==> config.mk <==
export PLATFORM = sky130hd
export DESIGN_NAME = can_tx_prio_buffer
export DESIGN_NICKNAME = d
export VERILOG_FILES = /design/src/rtl/can_tx_prio_buffer.sv
export SDC_FILE = /design/constraint.sdc
export NUM_CORES = 1
export LEC_CHECK = 0
export CELL_PAD_IN_SITES_DETAIL_PLACEMENT = 1
export CELL_PAD_IN_SITES_GLOBAL_PLACEMENT = 2
export CORE_MARGIN = 3
export CORE_UTILIZATION = 42
export CTS_CLUSTER_SIZE = 24
export DETAILED_ROUTE_END_ITERATION = 6
export PLACE_DENSITY = 0.82
export SYNTH_ARGS = -nofsm -noshare
export SYNTH_HDL_FRONTEND = slang
export SYNTH_SLANG_ARGS = --single-unit
==> constraint.sdc <==
create_clock -name sys_clk -period 26.1 [get_ports sys_clk]
set_input_delay 2.61 -clock sys_clk [delete_from_list [all_inputs] [get_ports sys_clk]]
set_output_delay 2.61 -clock sys_clk [all_outputs]
set_load 0.1 [all_outputs]
==> src/rtl/can_tx_prio_buffer.sv <==
// Multi-slot CAN transmit buffer: host-loaded slots, lowest-identifier arbitration towards the
// bit-stream transmitter, slot locking while a frame is on the bus and retry on failure.
module can_tx_prio_buffer #(
  parameter int unsigned FRAME_W   = 128,
  parameter int unsigned NUM_SLOTS = 4,
  parameter int unsigned ID_W      = 11,
  parameter int unsigned ID_LSB    = 117,
  localparam int unsigned SLOT_W   = $clog2(NUM_SLOTS)
) (
  input  logic                 sys_clk,
  input  logic                 sys_rst_n,
  input  logic                 load_req,
  input  logic [SLOT_W-1:0]    load_slot,
  input  logic [FRAME_W-1:0]   load_data,
  output logic                 load_ack,
  output logic                 load_err,
  input  logic [NUM_SLOTS-1:0] abort_req,
  output logic [NUM_SLOTS-1:0] slot_full,
  output logic                 buf_full,
  output logic                 tx_valid,
  output logic [FRAME_W-1:0]   tx_data,
  output logic [SLOT_W-1:0]    tx_slot,
  input  logic                 tx_start,
  input  logic                 tx_done,
  input  logic                 tx_fail,
  output logic                 tx_busy
);

  localparam bit SlotPow2 = (NUM_SLOTS == (1 << SLOT_W));

  typedef enum logic [1:0] {StIdle, StSelect, StOffer, StActive} state_e;

  state_e               state_q, state_d;
  logic [NUM_SLOTS-1:0] slot_full_q, slot_full_d;
  logic [NUM_SLOTS-1:0] abort_pend_q, abort_pend_d;
  logic                 buf_full_q, buf_full_d;
  logic                 load_ack_q, load_ack_d;
  logic                 load_err_q, load_err_d;
  logic                 tx_valid_q, tx_valid_d;
  logic                 tx_busy_q, tx_busy_d;
  logic [FRAME_W-1:0]   tx_data_q, tx_data_d;
  logic [SLOT_W-1:0]    tx_slot_q, tx_slot_d;
  logic [FRAME_W-1:0]   mem_q [NUM_SLOTS];
  logic [FRAME_W-1:0]   mem_d [NUM_SLOTS];

  logic                 idx_ok, load_acc, preempt, bus_end, bus_clr;
  logic [NUM_SLOTS-1:0] locked, abort_eff, elig;
  logic                 win_vld;
  logic [SLOT_W-1:0]    win_idx;
  logic [ID_W-1:0]      win_id, off_id, load_id;

  assign idx_ok   = SlotPow2 || (32'(load_slot) < NUM_SLOTS);
  assign load_acc = load_req && idx_ok && !slot_full_q[load_slot];
  assign off_id   = tx_data_q[ID_LSB +: ID_W];
  assign load_id  = load_data[ID_LSB +: ID_W];

  // The slot on the bus cannot be cleared by an abort; the abort waits for the bus outcome.
  always_comb begin
    locked = '0;
    if (state_q == StActive) locked[tx_slot_q] = 1'b1;
    abort_eff = abort_req & slot_full_q & ~locked;
    elig      = slot_full_q & ~abort_eff;
  end

  always_comb begin
    win_vld = 1'b0;
    win_idx = '0;
    win_id  = '0;
    for (int i = 0; i < NUM_SLOTS; i++) begin
      if (elig[i] && (!win_vld || mem_q[i][ID_LSB +: ID_W] < win_id)) begin
        win_vld = 1'b1;
        win_idx = SLOT_W'(i);
        win_id  = mem_q[i][ID_LSB +: ID_W];
      end
    end
  end

  assign bus_end = (state_q == StActive) && (tx_done || tx_fail);
  assign bus_clr = (state_q == StActive) &&
                   (tx_done || (tx_fail && (abort_pend_q[tx_slot_q] || abort_req[tx_slot_q])));
  assign preempt = (win_vld && win_id < off_id) || (load_acc && load_id < off_id);

  always_comb begin
    slot_full_d = slot_full_q & ~abort_eff;
    if (bus_clr) slot_full_d[tx_slot_q] = 1'b0;
    if (load_acc) slot_full_d[load_slot] = 1'b1;
    buf_full_d   = &slot_full_d;
    abort_pend_d = bus_end ? '0 : (abort_pend_q | (abort_req & locked));
    load_ack_d   = load_acc;
    load_err_d   = load_req && !load_acc;
    mem_d        = mem_q;
    if (load_acc) mem_d[load_slot] = load_data;
  end

  always_comb begin
    state_d    = state_q;
    tx_valid_d = tx_valid_q;
    tx_busy_d  = tx_busy_q;
    tx_data_d  = tx_data_q;
    tx_slot_d  = tx_slot_q;
    unique case (state_q)
      StIdle: begin
        if (|slot_full_d) state_d = StSelect;
      end
      StSelect: begin
        if (win_vld) begin
          state_d    = StOffer;
          tx_valid_d = 1'b1;
          tx_data_d  = mem_q[win_idx];
          tx_slot_d  = win_idx;
        end else begin
          state_d = StIdle;
        end
      end
      StOffer: begin
        if (tx_start) begin
          state_d    = StActive;
          tx_valid_d = 1'b0;
          tx_busy_d  = 1'b1;
        end else if (abort_eff[tx_slot_q] || preempt) begin
          state_d    = StSelect;
          tx_valid_d = 1'b0;
        end
      end
      StActive: begin
        if (bus_end) begin
          state_d   = StSelect;
          tx_busy_d = 1'b0;
        end
      end
      default: state_d = StIdle;
    endcase
  end

  always_ff @(posedge sys_clk or negedge sys_rst_n) begin
    if (!sys_rst_n) begin
      state_q    <= StIdle;
      tx_valid_q <= 1'b0;
      tx_busy_q  <= 1'b0;
      tx_data_q  <= '0;
      tx_slot_q  <= '0;
    end else begin
      state_q    <= state_d;
      tx_valid_q <= tx_valid_d;
      tx_busy_q  <= tx_busy_d;
      tx_data_q  <= tx_data_d;
      tx_slot_q  <= tx_slot_d;
    end
  end

  always_ff @(posedge sys_clk or negedge sys_rst_n) begin
    if (!sys_rst_n) begin
      slot_full_q  <= '0;
      buf_full_q   <= 1'b0;
      abort_pend_q <= '0;
      load_ack_q   <= 1'b0;
      load_err_q   <= 1'b0;
    end else begin
      slot_full_q  <= slot_full_d;
      buf_full_q   <= buf_full_d;
      abort_pend_q <= abort_pend_d;
      load_ack_q   <= load_ack_d;
      load_err_q   <= load_err_d;
    end
  end

  // Frame storage carries no reset; a slot's contents only matter while its full flag is set.
  always_ff @(posedge sys_clk) begin
    mem_q <= mem_d;
  end

  assign load_ack  = load_ack_q;
  assign load_err  = load_err_q;
  assign slot_full = slot_full_q;
  assign buf_full  = buf_full_q;
  assign tx_valid  = tx_valid_q;
  assign tx_data   = tx_data_q;
  assign tx_slot   = tx_slot_q;
  assign tx_busy   = tx_busy_q;

endmodule

* Word level (Yosys, flattened, before mapping)
Index checks and enable logic that the tools add are counted.
W data, S select, Z words.
** Word-level totals
- Flip-flop bits (word level) :: 657
- Bits of input ports :: 140
- Output and inout bits :: 139
** Cells by class
- $lt $le $gt $ge :: 12
- Eq/ne operators :: 8
- Multiplexer cells :: 46
- Bitwise gates (word level) :: 12
- Reduce and logical (&&, ||, !) cells :: 35
** Operator list (number)
- $bwmux W512 :: 1
- $mux W128 :: 3
- $bmux W128 S2 :: 1
- $demux W128 S2 :: 1
- $lt A11 B11 Y1 :: 5
- $mux W11 :: 4
- $and A4 B4 Y4 :: 5
- $mux W1 :: 16
- $mux W4 :: 4
- $mux W2 :: 7
- $logic_and A1 B1 Y1 :: 13
- $not A4 Y4 :: 3
- $reduce_and A3 Y1 :: 3
- $bmux W1 S2 :: 4
- $logic_or A1 B1 Y1 :: 8
- $ne A2 B2 Y1 const B :: 4
- $or A4 B4 Y4 :: 2
- $pmux W2 S4 :: 1
- $ge A3 B3 Y1 const B :: 2
- $lt A2 B3 Y1 const B :: 2
- $not A2 Y3 :: 2
- $logic_not A1 Y1 :: 5
- $demux W1 S2 :: 2
- $eq A2 B2 Y1 const B :: 2
- other kinds (10) :: 13

* Depth between registers and ports, before layout
- Depth in word-level cells :: 29
- Gate-level depth with buffers :: 47
- Depth with buffers taken out :: 40

* Worst setup path before layout
Ideal clock, no wire load.
- Path type :: input to register
- Start point :: in load_slot[1]
- End point :: reg state_q[1]
- Setup time :: 0.124 ns
- Arrival :: 17.244 ns
- Setup slack :: 8.732 ns
- Stages :: 8
- Path buffers :: 0
- Cells stage by stage :: nor4b_1 a21oi_1 o31ai_1 nor3_1 a22oi_1 o21ai_0 a32o_1 a211o_1
** On the way
- Cells in the longest elaborated chain, start to end :: 9
- Elaborated cells between the ends (all ways) :: 18
- Those cells by class :: order compare (2); eq/ne (2); mux (5); bitwise (1); reduce/logical (8)
** Ends and longest elaborated chain
- start, declared :: line 13 : input logic [SLOT_W-1:0] load_slot,
- $lt A2 B3 Y1 (not written as such) or $ge A2 B1 Y1 (tied branches) :: line 86 : if (load_acc) slot_full_d[load_slot] = 1'b1;
- $logic_and A1 B1 Y1 (not written as such) :: line 86
- $mux W1 (not written as such) :: line 86
- $demux W1 S2 :: line 86
- $or A4 B4 Y4 (no line)
- $mux W4 (*) :: line 86
- net slot_full_d[0] :: line 34 : logic [NUM_SLOTS-1:0] slot_full_q, slot_full_d;
- $reduce_or A4 Y1 (*) :: line 103 : if (|slot_full_d) state_d = StSelect;
- $ne A2 B2 Y1 (no line) (*)
- $reduce_and A3 Y1 (no line) (*)
- end signal, assigned :: line 137 : state_q <= StIdle;
- end signal, assigned :: line 143 : state_q <= state_d;
- end, declared :: line 33 : state_e state_q, state_d;
Mark *: on every way through the listed nets, which the timed path passes. The rest lies on a longest branch. The select of a mux whose other input is x is not followed.
A chain may end at the register's enable or synchronous reset.

* Worst setup path after layout
- Start point :: in abort_req[0]
- End point :: reg state_q[0]
** On the way
- Cells in the longest elaborated chain, start to end :: 23
- Elaborated cells between the ends (all ways) :: 44
- Those cells by class :: order compare (4); eq/ne (2); mux (14); bitwise (6); reduce/logical (18)
** Ends and longest elaborated chain
- start, declared :: line 17 : input logic [NUM_SLOTS-1:0] abort_req,
- $and A4 B4 Y4 (2 in series) :: line 61 : abort_eff = abort_req & slot_full_q & ~locked;
- $not A4 Y4 :: line 62, 84
- $and A4 B4 Y4 :: line 62, 84
- $mux W11 or $mux W1 (tied branches) :: line 70 : if (elig[i] && (!win_vld || mem_q[i][ID_LSB +: ID_W] < win_id)) begin
- $lt A11 B11 Y1 or $logic_not A1 Y1 (tied branches) :: line 70
- $logic_or A1 B1 Y1 :: line 70
- $logic_and A1 B1 Y1 :: line 70
- $mux W11 or $mux W1 (tied branches) :: line 70
- [... 6 more ...]
- $logic_and A1 B1 Y1 :: line 70
- $mux W11 :: line 70
- $lt A11 B11 Y1 :: line 81 : assign preempt = (win_vld && win_id < off_id) || (load_acc && load_id < off_id);
- $logic_and A1 B1 Y1 :: line 81
- $logic_or A1 B1 Y1 :: line 81
- $logic_or A1 B1 Y1 :: line 120 : end else if (abort_eff[tx_slot_q] || preempt) begin
- $ne A3 B3 Y1 (no line)
- $reduce_and A3 Y1 (no line) (*)
Mark *: on every way between the ends. The rest lies on a longest branch, timed or not. The select of a mux whose other input is x is not followed.

==> metrics.md <==
| Metric | Value |
|---|---|
| Outcome | `finished, violations left` |
| Failing checks | `slew limit` |
| Num ports | `279` |
| Avg Cell Area, Syn | `13.2 um2` |
| Register area share after synthesis | `0.722` |
| Worst skew pair latency | `600 ps` |
| Reg2reg end | `state_q[0]$_DFFE_PN0P_` |
| Pre-antenna DRT Iters | `5` |
| Crit path depth | `31` |
| CP startpoint kind | `input port` |
| CTS tree | `done` |
| WS Path Type | `in2reg` |
| DR DRC count | `0` |
| P&R area growth vs syn | `22.2%` |
| Commonest non-fill, non-tap cells in the layout | `512 x edfxtp_1, 293 x nand2_1, 281 x nor2_1` |
| RSZ-0062 raised after global routing | `false` |
| Clock share of power | `0.260` |
| Most numerous cell on the critical path | `ha_1` |
| Initial core utilization | `0.426` |
| Remaining global-route overflow | `0` |
| Share of cells above drive strength 1 | `0.0629` |
| Fin nets | `2,429` |
| CTS Root Cell | `clkbuf_16` |
| Number of vias per cell | `5.59` |
| Post-CTS setup buffer count | `0` |
| Largest net degree at the start of global routing | `239` |
| Maxcap violations | `0` |
| Setup-failing EPs final | `0` |
| Synth Net Count | `2,181` |
| Util after Layout | `0.520` |
| Top Family by Delay on Critical Path | `compound AO/OA/AOI/OAI gates` |
| Clock tree skew after final layout | `26.4 ps` |
| Synth warnings | `0` |
| Global-route wire length before repair | `114 mm` |
| Crit. End Element | `flip-flop` |
| Tcrit/Tclk final | `0.510` |
| Clk buf depth | `3` |
| Die area | `0.0657 mm2` |
| CTS Sinks | `657` |
| Hold Crit Start | `abort_pend_q[3]$_DFF_PN0_` |
| Placed Instance Area | `0.0299 mm2` |
| Seq cells post-synth | `657` |
| Required time of the critical path | `26,570 ps` |
| Fmax | `0.0751 GHz` |
| Vias in the first global route | `19,000` |
| Slowest stage delay, CP | `900 ps` |
| Chip width | `256 um` |
| Comb pwr share | `0.382` |
| GRT Util Overall | `0.223` |
| Worst Hold Class | `reg2reg` |
| Post-cts resize count | `0` |
| Routed len/inst | `23.7 um` |
| Number of hold violations in the final report | `0` |
| Fin crit period | `13,320 ps` |
| Hold EP | `abort_pend_q[3]$_DFF_PN0_` |
| Commonest non-fill, non-tap cell in the layout | `edfxtp_1` |
| Via count | `17,500` |
| CTS Buf Count | `70` |
| Routability cong. | `0.821` |
| Slew Viols, Final | `88` |
| Netlist cell types | `71` |
| CP Data Arrival Time | `13,790 ps` |
| Post-Layout Inst Area | `0.0322 mm2` |
| EDFF count, synth | `512` |
| Worst r2r path cells | `32` |
| Worst rel slew slack | `-0.0270` |
| Int Pwr | `2.21 mW` |
| CP Max Fanout | `238` |
| Row count | `91` |
| Cts hold-fix bufs | `0` |
| Ys flop type | `edfxtp_1` |
| Sw frac | `0.423` |
| Setup TNS Final | `0 ps` |
| Clock-pin transition on the worst setup and hold timing paths | `50 ps` |
| WL final | `74.2 mm` |
| Worst Tran Pin Value | `1540 ps` |
| Lkg Pwr | `11.6 nW` |
| Die Height | `256 um` |
| Seq pwr share | `0.359` |
| NetSw | `1.62 mW` |
| Core area | `0.0618 mm2` |
| Initial antenna violation count | `9` |
| Async SR Flop Fraction | `0.221` |
| Slowest CP cell | `buf_4` |
| Number of H-tree levels | `3` |
| Synth Instances | `1,987` |
| CP Buf/Inv Count | `3` |
| Hold Path Stages | `2` |
| Post-Syn Area | `0.0263 mm2` |
| HPWL Detailed | `42.8 mm` |
| Max IR drop VDD | `0.0963 mV` |
| Routed Antenna Nets | `0` |
| Reg2reg setup slack | `14,140 ps` |
| Worst r2r src | `state_q[1]$_DFFE_PN0P_` |
| Power per standard cell area | `119 mW/mm2` |
| I/O Buffers | `278` |
| Initial DRC count | `1,087` |
-- area by class of cell --
cell class | count | area (um2)
clock inverters | 31 | 313
flip-flops and latches | 657 | 19000
repair buffers | 297 | 2980
multi-input cells | 1186 | 6750
inverters | 23 | 86.3
diodes | 6 | 15.0
clock buffers | 97 | 1980
fillers | 6163 | 29700
well taps | 837 | 1050
-- per-layer routing --
layer,up-vias,share of wire,global-route usage
met5,-,0.00050,0
met4,6,0.026,0.0751
met3,118,0.045,0.0360
met2,441,0.50,0.385
met1,9070,0.43,0.288
li1,7869,-,-
-- cell usage after synthesis, types with 2 or more instances --
master | instances | area (um2)
a211o_1 | 2 | 17.5
a211oi_1 | 4 | 30.0
a21boi_0 | 14 | 105
a21boi_2 | 2 | 22.5
a21o_1 | 20 | 150
a21oi_1 | 253 | 1270
a311o_1 | 127 | 1270
a31o_2 | 2 | 17.5
a31oi_1 | 14 | 87.6
and2_1 | 2 | 12.5
and3_1 | 2 | 12.5
buf_1 | 12 | 45.0
buf_2 | 7 | 35.0
buf_6 | 14 | 158
clkbuf_1 | 87 | 327
dfrtp_1 | 145 | 3630
edfxtp_1 | 512 | 15400
ha_1 | 54 | 676
inv_1 | 23 | 86.3
mux4_2 | 2 | 45.0
nand2_1 | 293 | 1100
nand2b_1 | 3 | 18.8
nand3_1 | 14 | 70.1
nand3b_1 | 2 | 15.0
nand4_1 | 3 | 18.8
nor2_1 | 281 | 1050
nor2b_1 | 6 | 37.5
nor3_1 | 5 | 25.0
nor4_1 | 2 | 12.5
nor4bb_1 | 2 | 20.0
o2111ai_1 | 2 | 17.5
o211a_1 | 2 | 20.0
o211ai_1 | 4 | 30.0
o21a_1 | 7 | 52.6
o21ai_0 | 22 | 110
o21ai_2 | 2 | 17.5
o311ai_0 | 3 | 26.3
or2_2 | 3 | 18.8
-- registers in the layout, summed over array words and instances, names as in the netlist --
register	flops
load_err	1
load_ack	1
tx_data	128
tx_slot	2
buf_full	1
tx_busy	1
tx_valid	1
slot_full	4
state_q	2
abort_pend_q	4
mem_q	512
-- cells by family after synthesis --
logic type | synth area share
mux | 0.00209
fa+ha+maj | 0.0257
simple gates | 0.0960
flops | 0.722
compound gates | 0.129
buf+inv | 0.0250
-- power by group through the flow --
stage | logic, mW | clock network, mW | registers [mW]
floorplan | 0.330 | 0 | 2.10
global placement | 1.44 | 0 | 1.38
detailed placement | 1.46 | 0 | 1.39
CTS | 1.47 | 1.02 | 1.37
global route | 1.53 | 1.06 | 1.38
finish | 1.46 | 0.993 | 1.37
-- worst reg2reg max path, delay by kind of cell (launching register included) --
family	cells	cell delay [ps]
and+or+nand+nor	8	2920
buffers and inverters	2	1510
DFF	1	410
AOI/OAI and AO/OA	17	5340
adders and majority gates	5	1670
-- worst max-delay path by stage --
stage	start	end	slack [ps]
global placement	abort_req[0]	state_q[0]$_DFFE_PN0P_	12510
global route	abort_req[0]	state_q[1]$_DFFE_PN0P_	11790
detailed placement	abort_req[0]	state_q[0]$_DFFE_PN0P_	12080
finish	abort_req[0]	state_q[0]$_DFFE_PN0P_	12780
CTS	abort_req[0]	state_q[0]$_DFFE_PN0P_	12690
floorplan	load_slot[1]	state_q[1]$_DFFE_PN0P_	8730
-- stage by stage --
| step | setup slack [ps] | std cells | total power [mW] | hold slack, ps |
|---|---|---|---|---|
| floorplan | 8730 | 1987 | 2.43 | 463 |
| global placement | 12510 | 3000 | 2.82 | 486 |
| detailed placement | 12080 | 3000 | 2.85 | 490 |
| CTS | 12690 | 3128 | 3.86 | 504 |
| global route | 11790 | 3133 | 3.97 | 538 |
| finish | 12780 | 3134 | 3.82 | 496 |
(Power assumes the default switching activity.)
